File: src/rtl/loa_pkg.sv
// Shared definitions for the LOA subtractor datapath: widths, FSM encoding
// and the legal APPROX_BITS check.
package loa_pkg;

  localparam int DATA_W  = 32;
  localparam int CHUNK_W = 8;

  typedef enum logic [1:0] {
    IDLE = 2'd0,
    CALC = 2'd1,
    DONE = 2'd2
  } state_t;

  function automatic bit isLegalApprox(input int bits);
    return (bits == 0) || (bits == 8) || (bits == 16) || (bits == 24);
  endfunction

endpackage

File: src/rtl/rca_8bits.sv
// Plain 8-bit ripple-carry adder, shared by every exact chunk of the subtractor.
module rca_8bits
  import loa_pkg::*;
(
  input  logic [CHUNK_W-1:0] i_a,
  input  logic [CHUNK_W-1:0] i_b,
  input  logic               i_cin,
  output logic [CHUNK_W-1:0] o_sum,
  output logic               o_cout
);

  always_comb begin
    logic c;
    o_sum = '0;
    c     = i_cin;
    for (int i = 0; i < CHUNK_W; i++) begin
      o_sum[i] = i_a[i] ^ i_b[i] ^ c;
      c        = (i_a[i] & i_b[i]) | (c & (i_a[i] ^ i_b[i]));
    end
    o_cout = c;
  end

endmodule

File: src/rtl/loa_sub_32bits_seq.sv
// Sequential 32-bit approximate subtractor: lower-part-OR for the low bits,
// exact upper bits one 8-bit chunk per cycle through a single shared adder.
module loa_sub_32bits_seq
  import loa_pkg::*;
#(
  parameter int APPROX_BITS = 8
) (
  input  logic              clk,
  input  logic              rst,
  input  logic              in_valid,
  output logic              in_ready,
  input  logic [DATA_W-1:0] a,
  input  logic [DATA_W-1:0] b,
  output logic              out_valid,
  input  logic              out_ready,
  output logic [DATA_W-1:0] diff,
  output logic              borrow
);

  if (!isLegalApprox(APPROX_BITS)) begin : g_badApprox
    $error("loa_sub_32bits_seq: APPROX_BITS must be 0, 8, 16 or 24");
  end

  localparam logic [1:0] START_K = 2'(APPROX_BITS / CHUNK_W);
  localparam int CARRY_IDX = (APPROX_BITS == 0) ? 0 : APPROX_BITS - 1;
  localparam logic [DATA_W-1:0] LOW_MASK =
    (APPROX_BITS == 0) ? '0 : DATA_W'((64'd1 << APPROX_BITS) - 64'd1);

  state_t r_state;
  state_t w_nextState;

  logic [DATA_W-1:0]  r_a;
  logic [DATA_W-1:0]  r_bn;
  logic [DATA_W-1:0]  r_diff;
  logic               r_borrow;
  logic               r_carry;
  logic [1:0]         r_k;

  logic [4:0]         w_base;
  logic [CHUNK_W-1:0] w_aChunk;
  logic [CHUNK_W-1:0] w_bChunk;
  logic [CHUNK_W-1:0] w_sum;
  logic               w_cout;
  logic               w_loaCarry;

  // Exact mode injects the +1 of two's complement; approximate mode replaces it
  // with the carry generated by the top approximated bit.
  assign w_loaCarry = (APPROX_BITS == 0) ? 1'b1 : (a[CARRY_IDX] & ~b[CARRY_IDX]);

  assign w_base   = {r_k, 3'b000};
  assign w_aChunk = r_a[w_base +: CHUNK_W];
  assign w_bChunk = r_bn[w_base +: CHUNK_W];

  rca_8bits u_rca (
    .i_a    (w_aChunk),
    .i_b    (w_bChunk),
    .i_cin  (r_carry),
    .o_sum  (w_sum),
    .o_cout (w_cout)
  );

  always_ff @(posedge clk) begin
    if (rst) r_state <= IDLE;
    else     r_state <= w_nextState;
  end

  always_comb begin
    w_nextState = r_state;
    case (r_state)
      IDLE:    if (in_valid) w_nextState = CALC;
      CALC:    if (r_k == 2'd3) w_nextState = DONE;
      DONE:    if (out_ready) w_nextState = IDLE;
      default: w_nextState = IDLE;
    endcase
  end

  always_ff @(posedge clk) begin
    if (rst) begin
      r_a      <= '0;
      r_bn     <= '0;
      r_diff   <= '0;
      r_borrow <= 1'b0;
      r_carry  <= 1'b0;
      r_k      <= '0;
    end else begin
      case (r_state)
        IDLE: begin
          if (in_valid) begin
            r_a     <= a;
            r_bn    <= ~b;
            r_diff  <= (a | ~b) & LOW_MASK;
            r_carry <= w_loaCarry;
            r_k     <= START_K;
          end
        end
        CALC: begin
          r_diff[w_base +: CHUNK_W] <= w_sum;
          r_carry                   <= w_cout;
          r_k                       <= r_k + 2'd1;
          if (r_k == 2'd3) r_borrow <= ~w_cout;
        end
        default: ;
      endcase
    end
  end

  assign in_ready  = (r_state == IDLE);
  assign out_valid = (r_state == DONE);
  assign diff      = r_diff;
  assign borrow    = r_borrow;

endmodule

File: config.mk
export PLATFORM = sky130hd
export DESIGN_NAME = loa_sub_32bits_seq
export DESIGN_NICKNAME = d
export VERILOG_FILES = /design/src/rtl/loa_pkg.sv /design/src/rtl/rca_8bits.sv /design/src/rtl/loa_sub_32bits_seq.sv
export SDC_FILE = /design/constraint.sdc
export NUM_CORES = 1
export LEC_CHECK = 0
export CORE_ASPECT_RATIO = 1.1
export CORE_MARGIN = 2
export CORE_UTILIZATION = 45
export CTS_BUF_LIST = sky130_fd_sc_hd__clkbuf_16
export DETAILED_ROUTE_END_ITERATION = 8
export DONT_BUFFER_PORTS = 1
export PLACE_DENSITY = 0.68
export REMOVE_ABC_BUFFERS = 1
export SYNTH_ARGS = -nofsm -noshare
export SYNTH_HDL_FRONTEND = slang
export SYNTH_SLANG_ARGS = --single-unit
File: constraint.sdc
create_clock -name clk -period 5.65 [get_ports clk]
set_input_delay 0.8475 -clock clk [delete_from_list [all_inputs] [get_ports clk]]
set_output_delay 0.8475 -clock clk [all_outputs]
set_load 0.05 [all_outputs]
==> out/summary.txt <==
Sequential share of power - 49.7%
Switching power - 0.438 mW
Final worst-path cycle share - 87.4%
Routed WL - 10300 um
CTS Sinks - 102
Boundary Pins - 103
Longest Clk Path Bufs - 2
Startpoint Class - register
Worst hold path cell count - 2
CTS tree - done
Worst Path Max Fanout - 12
DIE WIDTH - 100 um
Vias in the first global route - 3219
Smallest hold slack - 448 ps
Die area - 11000 um^2
FILL cells - 930
Hold wc startpoint - r_a[23]$_SDFFE_PP0P_
Grt peak-use layer - met2
Post-Syn Area - 4590 um^2
Average wire per standard cell - 18.2 um
Max VDD drop - 0.000134 V
Final nets - 522
Via/cell ratio - 5.70
R2r startpoint - r_k[0]$_SDFFE_PP0P_
P_leak - 1.70 nW
Worst path arrival time - 5200 ps
RSZ-0062 raised after global routing - false
Post-CTS Repair Setup Buffers - 0
Met1 Use GR - 23.0%
Clock Power Share - 37.7%
PwrDens - 334 nW/um^2
Initial antenna violation count - 0
ANT nets after route - 0
Crit path launch - r_k[0]$_SDFFE_PP0P_
GPL Wtd Cong - 0.783
Most frequent cells in the layout - dfxtp_1 (102), nand2_1 (65), a21oi_1 (51)
Comb power frac - 12.6%
Status - finished, final reports clean
Fmax - 203 MHz
GRT Util Overall - 19.0%
CTS Buf Count - 9
M3 GR Usage - 6.80%
Root Driver - clkbuf_16
Post_cts resized - 0
R2R depth - 15
Cts hold-fix bufs - 0
Placed wire-length estimate - 7070 um
DRT iter0 DRCs - 176
Largest net degree at the start of global routing - 90
Starting Density - 46.4%
Internal - 1.20 mW
CP Capture Type - register
Diodes inserted - 0
Final Critical Period - 4940 ps
Final worst slack - 714 ps
Clock network latency to the later pin of the worst-skew pair - 340 ps
Area growth, synth to finish - 6.55%
Average cell area after synthesis - 9.90 um^2
WS Path Type - register to register
Setup TNS Final - 0 ps
Most common cell after layout, fill and taps aside - dfxtp_1
Pre-Repair DR Iteration Count - 6
Share of layout cells above drive strength 1 - 12.5%
DRC viols - 0
Die height - 110 um
Via count - 3230
Yosys reg bits - 102
Final max-slew violation count - 0
Register area share after synthesis - 44.5%
GRT overflow - 0
H-tree depth - 3
Final setup vio count - 0
# port buffers - 0
Cells after Synth - 463
Worst slack, placed - 680 ps
Async S/R FF share, synth - 0%
Number of synthesized flops with an enable pin - 0
Final Skew - 7.99 ps
Final hold vios - 0
Met2 usage - 31.6%
Ys flop type - dfxtp_1
Worst-margin pin slew - 1170 ps
Worst min path class - register to register
Core Rows - 38
Slew headroom - 21.7%
Core area - 9890 um^2
Count of cell types in the netlist - 45
Critical Path RT - 5910 ps
Number of max-cap violations - 0
Global-route wire length before repair - 16300 um
Switching Fraction - 26.8%
Clock transition at path regs - 70 ps
Ys Warns - 0
Yosys cell counts, types with 2 or more instances:
master       n  area share (%)
a21oi_4      2            0.71
buf_1        2            0.16
or3_1        6            0.82
nand3_1      2            0.22
a211oi_1    33             5.4
nand4bb_1    9             2.2
inv_1       28             2.3
a22o_1       4            0.76
dfxtp_1    102              45
mux2_2       2            0.49
o2bb2ai_1   12             2.3
or3b_1       3            0.57
nor2_1      35             2.9
buf_4        6            0.98
o21ai_0      8            0.87
nand3b_1     6            0.98
fa_1         8             3.5
nor2b_1      2            0.27
mux4_2      16             7.9
buf_2       12             1.3
ha_1         4             1.1
a21oi_1     51             5.6
a22oi_1      2            0.33
nand2_1     65             5.3
clkbuf_1    16             1.3
a221oi_2     8             2.6
flip-flops by register name, summed over array words and instances (netlist names):
register	count
diff	32
r_a	32
r_bn	32
r_k	2
r_state	2
borrow	1
r_carry	1
through the flow:
stage | utilization [%] | cell area (um^2) | cells | power (mW)
finish | 49.4 | 4890 | 567 | 1.63
global route | 49.4 | 4890 | 567 | 1.70
CTS | 49.4 | 4890 | 567 | 1.65
detailed placement | 46.4 | 4590 | 551 | 1.04
global placement | 46.4 | 4590 | 551 | 1.03
floorplan | - | 4400 | 426 | 0.981
metal layers:
metal / share of wire, % / vias to the layer above / routed length [um]
met3: 6.9 / 12 / 707
met2: 49 / 85 / 5060
met4: 1.3 / 0 / 129
met5: 0 / - / 0
met1: 43 / 1532 / 4400
li1: - / 1601 / -
kinds of logic after synthesis:
| group | synth area share [%] |
|---|---|
| AOI/OAI and AO/OA | 19.6 |
| muxes | 8.57 |
| and+or+nand+nor | 16.4 |
| DFF | 44.5 |
| adders and majority gates | 4.58 |
| buffers and inverters | 6.30 |
power groups by stage:
stage / combinational (mW) / sequential [mW] / clock, mW
3_3_place_gp: 0.202 / 0.827 / 0
4_1_cts: 0.209 / 0.812 / 0.630
3_5_place_dp: 0.208 / 0.829 / 0
2_1_floorplan: 0.157 / 0.824 / 0
6_report: 0.205 / 0.812 / 0.616
5_1_grt: 0.229 / 0.817 / 0.654
critical path: stages (launching register included):
cell,delay (ps)
dfxtp_1,840
mux4_2,350
inv_1,50
fa_1,400
fa_1,380
fa_1,390
fa_1,410
fa_1,370
inv_1,90
fa_1,170
inv_1,50
fa_1,360
inv_1,90
fa_1,260
or3b_1,380
a221oi_2,250
area by class of cell:
cell class	instances	area [um^2]	share of cell area, %
clock inverter	7	71.3	1.46
clock buffer	9	225	4.61
timing repair buffer	5	37.5	0.768
tap	120	150	3.07
sequential	102	2040	41.8
multi-input combinational	296	2250	46.1
inverter	28	105	2.15
worst paths after layout:
path                                        endpoint  slack (ps)
worst min-delay path            r_a[23]$_SDFFE_PP0P_         450
worst max-delay path            diff[7]$_SDFFE_PP0P_         710
worst max register to register  diff[7]$_SDFFE_PP0P_         710
worst min register to register  r_a[23]$_SDFFE_PP0P_         450
Note: power is estimated with default switching activity, not from simulation.
